### src/rtl/tlb_ctrl.sv
// TLB instruction controller: sequences SRCH/RD/WR/FILL/INV requests onto the
// TLB search, read and write ports through a three-state IDLE/EXEC/RESP FSM.
module tlb_ctrl #(
    parameter int TLBNUM = 16,
    localparam int IW = (TLBNUM > 1) ? $clog2(TLBNUM) : 1
) (
    input  logic          clk,
    input  logic          resetn,
    // Request channel: accepted on req_valid & req_ready (IDLE only).
    // Response channel: resp_* held stable while resp_valid, consumed on resp_valid & resp_ready.
    input  logic          req_valid,
    output logic          req_ready,
    input  logic [2:0]    req_op,
    input  logic [4:0]    inv_op,
    input  logic [9:0]    inv_asid,
    input  logic [31:0]   inv_va,
    input  logic [9:0]    csr_asid,
    input  logic [18:0]   csr_vppn,
    input  logic [IW-1:0] csr_idx,
    input  logic [5:0]    csr_ps,
    input  logic          csr_ne,
    input  logic [5:0]    csr_ecode,
    input  logic [31:0]   csr_elo0,
    input  logic [31:0]   csr_elo1,
    output logic          resp_valid,
    input  logic          resp_ready,
    output logic [2:0]    resp_op,
    output logic          resp_err,
    output logic          resp_ne,
    output logic [IW-1:0] resp_idx,
    output logic [5:0]    resp_ps,
    output logic [9:0]    resp_asid,
    output logic [18:0]   resp_vppn,
    output logic [31:0]   resp_elo0,
    output logic [31:0]   resp_elo1,
    output logic          tlb_we,
    output logic [IW-1:0] tlb_w_index,
    output logic          tlb_w_e,
    output logic [18:0]   tlb_w_vppn,
    output logic [5:0]    tlb_w_ps,
    output logic [9:0]    tlb_w_asid,
    output logic          tlb_w_g,
    output logic [19:0]   tlb_w_ppn0,
    output logic [1:0]    tlb_w_plv0,
    output logic [1:0]    tlb_w_mat0,
    output logic          tlb_w_d0,
    output logic          tlb_w_v0,
    output logic [19:0]   tlb_w_ppn1,
    output logic [1:0]    tlb_w_plv1,
    output logic [1:0]    tlb_w_mat1,
    output logic          tlb_w_d1,
    output logic          tlb_w_v1,
    output logic [IW-1:0] tlb_r_index,
    input  logic          tlb_r_e,
    input  logic [18:0]   tlb_r_vppn,
    input  logic [5:0]    tlb_r_ps,
    input  logic [9:0]    tlb_r_asid,
    input  logic          tlb_r_g,
    input  logic [19:0]   tlb_r_ppn0,
    input  logic [1:0]    tlb_r_plv0,
    input  logic [1:0]    tlb_r_mat0,
    input  logic          tlb_r_d0,
    input  logic          tlb_r_v0,
    input  logic [19:0]   tlb_r_ppn1,
    input  logic [1:0]    tlb_r_plv1,
    input  logic [1:0]    tlb_r_mat1,
    input  logic          tlb_r_d1,
    input  logic          tlb_r_v1,
    output logic [18:0]   tlb_s1_vppn,
    output logic [9:0]    tlb_s1_asid,
    output logic          tlb_s1_va_bit12,
    input  logic          tlb_s1_found,
    input  logic [IW-1:0] tlb_s1_index,
    output logic          invtlb_valid,
    output logic [4:0]    invtlb_op,
    output logic [1:0]    dbg_state
);

    typedef enum logic [1:0] {IDLE = 2'd0, EXEC = 2'd1, RESP = 2'd2} state_t;

    localparam logic [2:0] OP_SRCH = 3'd0;
    localparam logic [2:0] OP_RD   = 3'd1;
    localparam logic [2:0] OP_WR   = 3'd2;
    localparam logic [2:0] OP_FILL = 3'd3;
    localparam logic [2:0] OP_INV  = 3'd4;

    state_t          state, state_next;
    logic            accept;
    logic [IW-1:0]   fill_cnt;

    logic [2:0]      op_q;
    logic [4:0]      inv_op_q;
    logic [9:0]      inv_asid_q;
    logic [18:0]     inv_vppn_q;
    logic [9:0]      asid_q;
    logic [18:0]     vppn_q;
    logic [IW-1:0]   idx_q;
    logic [5:0]      ps_q;
    logic            ne_q;
    logic [5:0]      ecode_q;
    logic [31:0]     elo0_q;
    logic [31:0]     elo1_q;
    logic [IW-1:0]   fill_idx_q;
    logic            unused_bits;

    assign unused_bits = ^{inv_va[12:0], elo0_q[31:28], elo0_q[7], elo1_q[31:28], elo1_q[7]};

    // Ready is withheld while reset is asserted so nothing is accepted until release.
    assign req_ready       = (state == IDLE) && resetn;
    assign accept          = req_valid && req_ready;
    assign resp_valid      = (state == RESP);
    assign dbg_state       = state;
    assign tlb_s1_va_bit12 = 1'b0;

    always_ff @(posedge clk or negedge resetn) begin
        if (!resetn) state <= IDLE;
        else         state <= state_next;
    end

    always_comb begin
        state_next = state;
        case (state)
            IDLE:    if (accept) state_next = EXEC;
            EXEC:    state_next = RESP;
            RESP:    if (resp_ready) state_next = IDLE;
            default: state_next = IDLE;
        endcase
    end

    always_ff @(posedge clk or negedge resetn) begin
        if (!resetn)                          fill_cnt <= '0;
        else if (fill_cnt == IW'(TLBNUM - 1)) fill_cnt <= '0;
        else                                  fill_cnt <= fill_cnt + IW'(1);
    end

    always_ff @(posedge clk or negedge resetn) begin
        if (!resetn) begin
            op_q       <= '0;
            inv_op_q   <= '0;
            inv_asid_q <= '0;
            inv_vppn_q <= '0;
            asid_q     <= '0;
            vppn_q     <= '0;
            idx_q      <= '0;
            ps_q       <= '0;
            ne_q       <= 1'b0;
            ecode_q    <= '0;
            elo0_q     <= '0;
            elo1_q     <= '0;
            fill_idx_q <= '0;
        end else if (accept) begin
            op_q       <= req_op;
            inv_op_q   <= inv_op;
            inv_asid_q <= inv_asid;
            inv_vppn_q <= inv_va[31:13];
            asid_q     <= csr_asid;
            vppn_q     <= csr_vppn;
            idx_q      <= csr_idx;
            ps_q       <= csr_ps;
            ne_q       <= csr_ne;
            ecode_q    <= csr_ecode;
            elo0_q     <= csr_elo0;
            elo1_q     <= csr_elo1;
            fill_idx_q <= fill_cnt;
        end
    end

    // TLB port drive: everything is zero except during the single EXEC cycle.
    always_comb begin
        tlb_we       = 1'b0;
        tlb_w_index  = '0;
        tlb_w_e      = 1'b0;
        tlb_w_vppn   = '0;
        tlb_w_ps     = '0;
        tlb_w_asid   = '0;
        tlb_w_g      = 1'b0;
        tlb_w_ppn0   = '0;
        tlb_w_plv0   = '0;
        tlb_w_mat0   = '0;
        tlb_w_d0     = 1'b0;
        tlb_w_v0     = 1'b0;
        tlb_w_ppn1   = '0;
        tlb_w_plv1   = '0;
        tlb_w_mat1   = '0;
        tlb_w_d1     = 1'b0;
        tlb_w_v1     = 1'b0;
        tlb_r_index  = '0;
        tlb_s1_vppn  = '0;
        tlb_s1_asid  = '0;
        invtlb_valid = 1'b0;
        invtlb_op    = '0;
        if (state == EXEC) begin
            case (op_q)
                OP_SRCH: begin
                    tlb_s1_vppn = vppn_q;
                    tlb_s1_asid = asid_q;
                end
                OP_RD: tlb_r_index = idx_q;
                OP_WR, OP_FILL: begin
                    tlb_we      = 1'b1;
                    tlb_w_index = (op_q == OP_WR) ? idx_q : fill_idx_q;
                    // Ecode 0x3F marks TLB-refill context, where the entry is always made valid.
                    tlb_w_e     = (ecode_q == 6'h3F) ? 1'b1 : ~ne_q;
                    tlb_w_vppn  = vppn_q;
                    tlb_w_ps    = ps_q;
                    tlb_w_asid  = asid_q;
                    tlb_w_g     = elo0_q[6] & elo1_q[6];
                    tlb_w_ppn0  = elo0_q[27:8];
                    tlb_w_plv0  = elo0_q[3:2];
                    tlb_w_mat0  = elo0_q[5:4];
                    tlb_w_d0    = elo0_q[1];
                    tlb_w_v0    = elo0_q[0];
                    tlb_w_ppn1  = elo1_q[27:8];
                    tlb_w_plv1  = elo1_q[3:2];
                    tlb_w_mat1  = elo1_q[5:4];
                    tlb_w_d1    = elo1_q[1];
                    tlb_w_v1    = elo1_q[0];
                end
                OP_INV: begin
                    if (inv_op_q <= 5'd6) begin
                        invtlb_valid = 1'b1;
                        invtlb_op    = inv_op_q;
                        tlb_s1_vppn  = inv_vppn_q;
                        tlb_s1_asid  = inv_asid_q;
                    end
                end
                default: ;
            endcase
        end
    end

    // Results are captured on the EXEC->RESP edge and held until the next EXEC.
    always_ff @(posedge clk or negedge resetn) begin
        if (!resetn) begin
            resp_op   <= '0;
            resp_err  <= 1'b0;
            resp_ne   <= 1'b0;
            resp_idx  <= '0;
            resp_ps   <= '0;
            resp_asid <= '0;
            resp_vppn <= '0;
            resp_elo0 <= '0;
            resp_elo1 <= '0;
        end else if (state == EXEC) begin
            resp_op   <= op_q;
            resp_err  <= 1'b0;
            resp_ne   <= 1'b0;
            resp_idx  <= '0;
            resp_ps   <= '0;
            resp_asid <= '0;
            resp_vppn <= '0;
            resp_elo0 <= '0;
            resp_elo1 <= '0;
            case (op_q)
                OP_SRCH: begin
                    resp_ne  <= ~tlb_s1_found;
                    resp_idx <= tlb_s1_found ? tlb_s1_index : '0;
                end
                OP_RD: begin
                    if (tlb_r_e) begin
                        resp_ps   <= tlb_r_ps;
                        resp_asid <= tlb_r_asid;
                        resp_vppn <= tlb_r_vppn;
                        resp_elo0 <= {4'h0, tlb_r_ppn0, 1'b0, tlb_r_g, tlb_r_mat0,
                                      tlb_r_plv0, tlb_r_d0, tlb_r_v0};
                        resp_elo1 <= {4'h0, tlb_r_ppn1, 1'b0, tlb_r_g, tlb_r_mat1,
                                      tlb_r_plv1, tlb_r_d1, tlb_r_v1};
                    end else begin
                        resp_ne <= 1'b1;
                    end
                end
                OP_WR, OP_FILL: ;
                OP_INV:  resp_err <= (inv_op_q > 5'd6);
                default: resp_err <= 1'b1;
            endcase
        end
    end

endmodule

### config.mk
export PLATFORM = sky130hd
export DESIGN_NAME = tlb_ctrl
export DESIGN_NICKNAME = d
export VERILOG_FILES = /design/src/rtl/tlb_ctrl.sv
export SDC_FILE = /design/constraint.sdc
export NUM_CORES = 1
export LEC_CHECK = 0
export BUFFER_PORTS_ARGS = -buffer_cell sky130_fd_sc_hd__clkbuf_2
export CAP_MARGIN = 10
export CORE_AREA = 2 2 195 197
export CTS_CLUSTER_SIZE = 24
export DETAILED_ROUTE_END_ITERATION = 10
export DIE_AREA = 0 0 197 199
export GPL_TIMING_DRIVEN = 0
export MAX_ROUTING_LAYER = met4
export SETUP_SLACK_MARGIN = 0.3
export SKIP_CTS_REPAIR_TIMING = 1
export SKIP_LAST_GASP = 1
export SLEW_MARGIN = 5
export SYNTH_ARGS = -nofsm -noshare
export SYNTH_HDL_FRONTEND = slang
export SYNTH_SLANG_ARGS = --single-unit
### constraint.sdc
create_clock -name clk -period 1.79 [get_ports clk]
set_clock_uncertainty 0.2 [all_clocks]
set_input_delay 0.0895 -clock clk [delete_from_list [all_inputs] [get_ports clk]]
set_output_delay 0.0895 -clock clk [all_outputs]
set_load 0.01 [all_outputs]
Word-level counts from Yosys, hierarchy flattened

Cells that the tools add are included.

$add $sub $neg: 1
$lt $le $gt $ge: 2
Eq/ne operators: 10
Mux-type cells: 69
Bitwise logic cells: 3
Reductions and logical operators: 7

Operators by type and width:

| kind                                                                             | number |
|---|---|
| 19-bit 2-to-1 mux                                                                | 6 |
| 28-bit 2-to-1 mux                                                                | 4 |
| 20-bit 2-to-1 mux                                                                | 4 |
| 10-bit 2-to-1 mux                                                                | 6 |
| 19-bit case mux with 2 select lines                                              | 1 |
| 4-bit 2-to-1 mux                                                                 | 8 |
| 6-bit 2-to-1 mux                                                                 | 4 |
| 2-bit 2-to-1 mux                                                                 | 10 |
| 10-bit case mux with 2 select lines                                              | 1 |
| 1-bit 2-to-1 mux                                                                 | 19 |
| 5-bit 2-to-1 mux                                                                 | 3 |
| 3-bit by 2-bit equality test with 1-bit output (second input constant)           | 2 |
| 6-bit equality test (second input constant)                                      | 1 |
| 2-bit case mux with 3 select lines                                               | 1 |
| 5-bit by 3-bit greater-than comparator with 1-bit output (second input constant) | 1 |
| 5-bit by 3-bit <= comparator with 1-bit output (second input constant)           | 1 |
| 4-bit by 1-bit adder with 4-bit output (second input constant)                   | 1 |
| 4-bit equality test (second input constant)                                      | 1 |
| 1-bit case mux with 2 select lines                                               | 2 |
| 4-bit OR reduction                                                               | 1 |
| 3-bit by 1-bit equality test with 1-bit output (second input constant)           | 1 |
| 3-bit equality test (second input constant)                                      | 1 |
| 3-bit zero test                                                                  | 1 |
| 2-bit by 1-bit equality test with 1-bit output (second input constant)           | 1 |
| 9 further kinds                                                                  | 11 |

Flip-flop bits (word level): 257
Bits of input ports: 258
Output and inout bits: 246
Logic and storage cells: 116

Logic depth before layout (Yosys ltp)

Depth after elaboration: 5
Depth in mapped cells: 7

Worst setup path after synthesis

OpenSTA, ideal clock, no wires.

Path type: reg2reg
From: reg state[1] (netlist: dbg_state[1])
To: reg op_q[1]
Setup time: 0.125 ns
Data arrival time: 1.648 ns
Setup slack: -0.182 ns
Stages on the path, launching flop included: 7
Buffers on the path: 3
Clock period less this slack: 1.972 ns
Cells stage by stage: dfrtp_1 > nor3b_2 > and2_1 > buf_2 > buf_6 > buf_6 > mux2_2

Word-level cells in the longest chain between the ends: 3

Ends and longest elaborated chain:

| item                   | line | text |
|---|---|---|
| from (decl)            | 87   | `state_t state, state_next;` |
| from (signal assigned) | 117  | `else state <= state_next;` |
| 2-bit zero test        | 109  | `assign req_ready = (state == IDLE) && resetn;` |
| 1-bit logical AND      | 109  |  |
| named net req_ready    | 12   | `output logic req_ready,` |
| 1-bit logical AND      | 110  | `assign accept = req_valid && req_ready;` |
| to (signal assigned)   | 152  | `op_q <= req_op;` |
| to (decl)              | 91   | `logic [2:0] op_q;` |

The timed path passes the listed nets, and every way through them passes these cells.
A chain may end at the register's enable or synchronous reset.

Final worst setup path

From: reg inv_op_q[0]
To: out tlb_s1_asid[5]

Word-level cells in the longest chain between the ends: 4

Ends and longest elaborated chain:

| item                                           | line | text |
|---|---|---|
| from (decl)                                    | 92   | `logic [4:0] inv_op_q;` |
| from (signal assigned)                         | 153  | `inv_op_q <= inv_op;` |
| 5-bit by 3-bit <= comparator with 1-bit output | 220  | `if (inv_op_q <= 5'd6) begin` |
| 10-bit 2-to-1 mux                              | 220  |  |
| 10-bit case mux with 2 select lines            | 193  | `case (op_q)` |
| 10-bit 2-to-1 mux                              | 192  | `if (state == EXEC) begin` |
| to (decl)                                      | 70   | `output logic [9:0] tlb_s1_asid,` |

No other way between the ends.

==> PnR_summary.wiki <==
{| class="wikitable"
! Metric !! Value
|-
| Vert. Die Dim || a little under 200 um
|-
| Worst slack at placement || -1.05 ns
|-
| Parity-gate share of the synthesized area counting xor and xnor cells || 0.000863
|-
| Biggest area contributors in the synthesized netlist || sky130_fd_sc_hd__dfrtp_1, sky130_fd_sc_hd__mux2_2, sky130_fd_sc_hd__a22o_1
|-
| Pre-antenna DRT Iters || 5
|-
| LEAKAGE || roughly 9.6 nW
|-
| TritonCTS clock tree || yes
|-
| Slowest stage cell on the critical path || sky130_fd_sc_hd__a311o_1
|-
| Slew at the pin closest to its max-slew limit || 0.634 ns
|-
| Clock transition at the registers of the reported paths || approximately 0.06 ns
|-
| Number of placed I/O pins || 504
|-
| Final critical-path share of the clock period || 1.50
|-
| Number of vias per cell after detailed routing || between 4 and 5
|-
| Slew Limit Fails || 0
|-
| Grt ovf || 0
|-
| Longest Clk Path Bufs || 3
|-
| Worst setup path class || reg -> out
|-
| Fill cell total of the finished layout || 3032
|-
| Row count || 71
|-
| Net count of the finished layout || about 1800
|-
| Stage delay of the slowest cell on the critical path || 0.43 ns
|-
| Outcome || complete, but fails checks
|-
| Input/output buffers || ~470
|-
| Arr. time, crit path || around 2.4 ns
|-
| Total routing resource utilization after global routing || 0.164
|-
| Cell type with the highest aggregate area in the netlist || sky130_fd_sc_hd__dfrtp_1
|-
| Endpoint of the worst register-to-register path || resp_elo0[4]
|-
| Warnings from Yosys || 0
|-
| Wire length of the first global-routing pass || between 40000 and 50000 um
|-
| Clock tree sinks || 244
|-
| Detailed-placement wirelength estimate || approximately 25000 um
|-
| Overall routed net length || slightly above 40000 um
|-
| Post-layout power || about 18 mW
|-
| Residual DRC || 0
|-
| Fraction of synthesized area in multiplexers || 0.165
|-
| Post-synthesis compound-gate area fraction || 0.111
|-
| Minimum hold slack || -0.703 ns
|-
| Worst skew pair latency || between 0.5 and 0.6 ns
|-
| Basic-gate share of the synthesized area counting and, or, nand and nor cells || 0.0735
|-
| Largest net degree at the start of global routing || around 100
|-
| Share of the yosys chip area belonging to registers || 0.602
|-
| Initial antenna violation count || 2
|-
| Number of standard cells after synthesis || 712
|-
| R2R Path Start || dbg_state[1]
|-
| Largest family of logic cells by synthesized area || multiplexers
|-
| Most frequent standard cell in the layout excluding fill and tap cells || sky130_fd_sc_hd__clkbuf_2
|-
| Cts bufs inserted || 27
|-
| Critical-path maximum fanout || 5
|-
| Crit end category || primary output
|-
| Power density over the cells || 913 nW/um^2
|-
| Number of failing setup endpoints in the final timing report || around 370
|-
| Highest-count cells in the layout ignoring fill and taps || sky130_fd_sc_hd__clkbuf_2, sky130_fd_sc_hd__dfrtp_1, sky130_fd_sc_hd__dlygate4sd3_1
|-
| Max-cap violations || 0
|-
| Post-Route Utilization || 0.521
|-
| Final estimated routing congestion in global placement || roughly 0.83
|-
| Setup slack, reg-to-reg || -0.39 ns
|-
| Critical Path Start Type || flip-flop
|-
| Worst Path Required || about 1.5 ns
|-
| Share of synthesized cell area in full adder, half adder and majority cells || 0.00123
|-
| Count of H-tree levels built during CTS || 1
|-
| Average wire per cell in the routed design || ~20 um
|-
| Synth cell types || 33
|-
| Unrepaired setup endpoints after global routing || true
|-
| Fraction of synthesized cell area taken by the top area cell type || 0.602
|-
| Hold violation count in the final report || around 240
|-
| Relative max-transition margin || 0.577
|-
| Post-layout min period || ~2.7 ns
|-
| Area of the die || 39200 um^2
|-
| Antenna Violating Nets Remaining || 0
|-
| Slack of the critical path || -0.896 ns
|-
| Register bit total from synthesis || roughly 240
|-
| Horizontal die dimension || slightly below 200 um
|-
| Area overhead of the layout relative to synthesis || 90.5%
|-
| Post-synthesis area per instance || ~14 um^2
|-
| Share of post-route cells with drive strength above 1 || 0.579
|-
| Vias after detailed routing || approximately 9300
|-
| Floorplan core area || ~37000 um^2
|-
| Root buf cell || sky130_fd_sc_hd__clkbuf_16
|-
| Placed cell count || ~1700
|-
| Depth of the most critical reg-to-reg path || 9
|-
| Max Freq || 372 MHz
|-
| Class of the tightest hold or removal check || in -> async
|-
| Maximum vdd ir drop || 0.660 mV
|-
| Failing checks || negative hold slack, negative setup slack
|-
| Total standard cell area after synthesis || 10100 um^2
|-
| Count of non-filler cells in the finished layout || 2018
|-
| Drt first-iter violations || ~320
|-
| Via count of the first global-routing pass || roughly 8000
|-
| Starting density of the core || 0.273
|-
| Cell chain of the critical path || a311o_1, nor4_4, buf_4, buf_8, a22o_1, clkbuf_2
|}
[per-layer routing]
metal,share of wire,GRT usage,up-vias
met5,0,-,-
met4,0.029,0.0476,0
met1,0.39,0.185,4629
met3,0.064,0.0427,67
li1,-,-,4164
met2,0.51,0.288,412
[layout make-up]
class,instances,area (um^2),share of cell area
antenna,3,7.51,0.000388
clock inverter,12,194,0.0100
multi-input combinational,409,4250,0.220
sequential,244,6110,0.316
tap,474,593,0.0307
buffer,68,856,0.0443
inverter,3,23.8,0.00123
clock buffer,36,749,0.0388
timing repair buffer,768,6520,0.337
timing repair inverter,1,30.0,0.00155
[flip-flops by register name, indices dropped and copies added, names as in the netlist, 19 cells and up]
name,flops
elo0_q,27
vppn_q,19
resp_elo1,26
resp_vppn,19
inv_vppn_q,19
resp_elo0,27
elo1_q,27
[metrics by stage]
step	TNS, ns	cell area (um^2)
finish	-170.54	19300
detailed placement	-209.15	13600
global placement	-1965.45	13500
global route	-200.86	19300
floorplan	-14.71	10600
CTS	-206.33	14500
[critical path: cells and delay by family (launching register included)]
family          cells  cell delay (ns)
simple gates        1             0.33
flops               1             0.39
buf+inv             3             0.47
compound gates      2             0.64
[logic make-up (layout without fill, tap and decap cells)]
group                    count (synthesis)  count (layout)
adder cells (fa/ha/maj)                  1               1
AO/OA/AOI/OAI                          131             131
buffers and inverters                   71             888
multiplexers                           149             149
XOR/XNOR                                 1               1
flip-flops                             244             244
AND/OR/NAND/NOR                        114             114
other                                    1              16
[how the worst max path moves through the flow]
| stage | start | endpoint | slack, ns |
|---|---|---|---|
| 2_1_floorplan | dbg_state[0] | op_q[1] | -0.12 |
| 3_3_place_gp | resetn | dbg_state[1] | -5.28 |
| 3_5_place_dp | resetn | asid_q[9] | -1.05 |
| 4_1_cts | inv_op_q[2] | tlb_s1_asid[5] | -1.41 |
| 5_1_grt | inv_op_q[0] | tlb_s1_asid[5] | -0.98 |
| 6_report | inv_op_q[0] | tlb_s1_asid[5] | -0.90 |
[power breakdown]
group          internal, mW  switching, mW  total, mW
combinational          2.67           1.58       4.25
sequential             6.63          0.799       7.43
clock                  3.65           2.32       5.97
[cell usage after synthesis]
cell and n:
sky130_fd_sc_hd__mux2_2 135, sky130_fd_sc_hd__conb_1 1, sky130_fd_sc_hd__nor3b_2 1, sky130_fd_sc_hd__buf_6 14
sky130_fd_sc_hd__mux2_1 9, sky130_fd_sc_hd__and3b_1 1, sky130_fd_sc_hd__or3b_1 1, sky130_fd_sc_hd__dfrtp_1 244
sky130_fd_sc_hd__o31ai_1 1, sky130_fd_sc_hd__clkbuf_1 10, sky130_fd_sc_hd__and2_1 91, sky130_fd_sc_hd__buf_2 19
sky130_fd_sc_hd__nor4_4 1, sky130_fd_sc_hd__o21ai_0 4, sky130_fd_sc_hd__a311o_1 1, sky130_fd_sc_hd__and4_1 1
sky130_fd_sc_hd__xor2_1 1, sky130_fd_sc_hd__nor4b_4 1, sky130_fd_sc_hd__a31oi_1 1, sky130_fd_sc_hd__clkbuf_2 6
sky130_fd_sc_hd__buf_4 19, sky130_fd_sc_hd__nand3_1 2, sky130_fd_sc_hd__clkinv_4 1, sky130_fd_sc_hd__nor2_1 4
sky130_fd_sc_hd__a21oi_1 2, sky130_fd_sc_hd__nand2_1 1, sky130_fd_sc_hd__ha_1 1, sky130_fd_sc_hd__nand2b_1 3
sky130_fd_sc_hd__inv_1 2, sky130_fd_sc_hd__mux2i_1 5, sky130_fd_sc_hd__and2b_1 1, sky130_fd_sc_hd__a22o_1 122
sky130_fd_sc_hd__and3_1 6
Note: power is estimated with default switching activity, not from simulation.
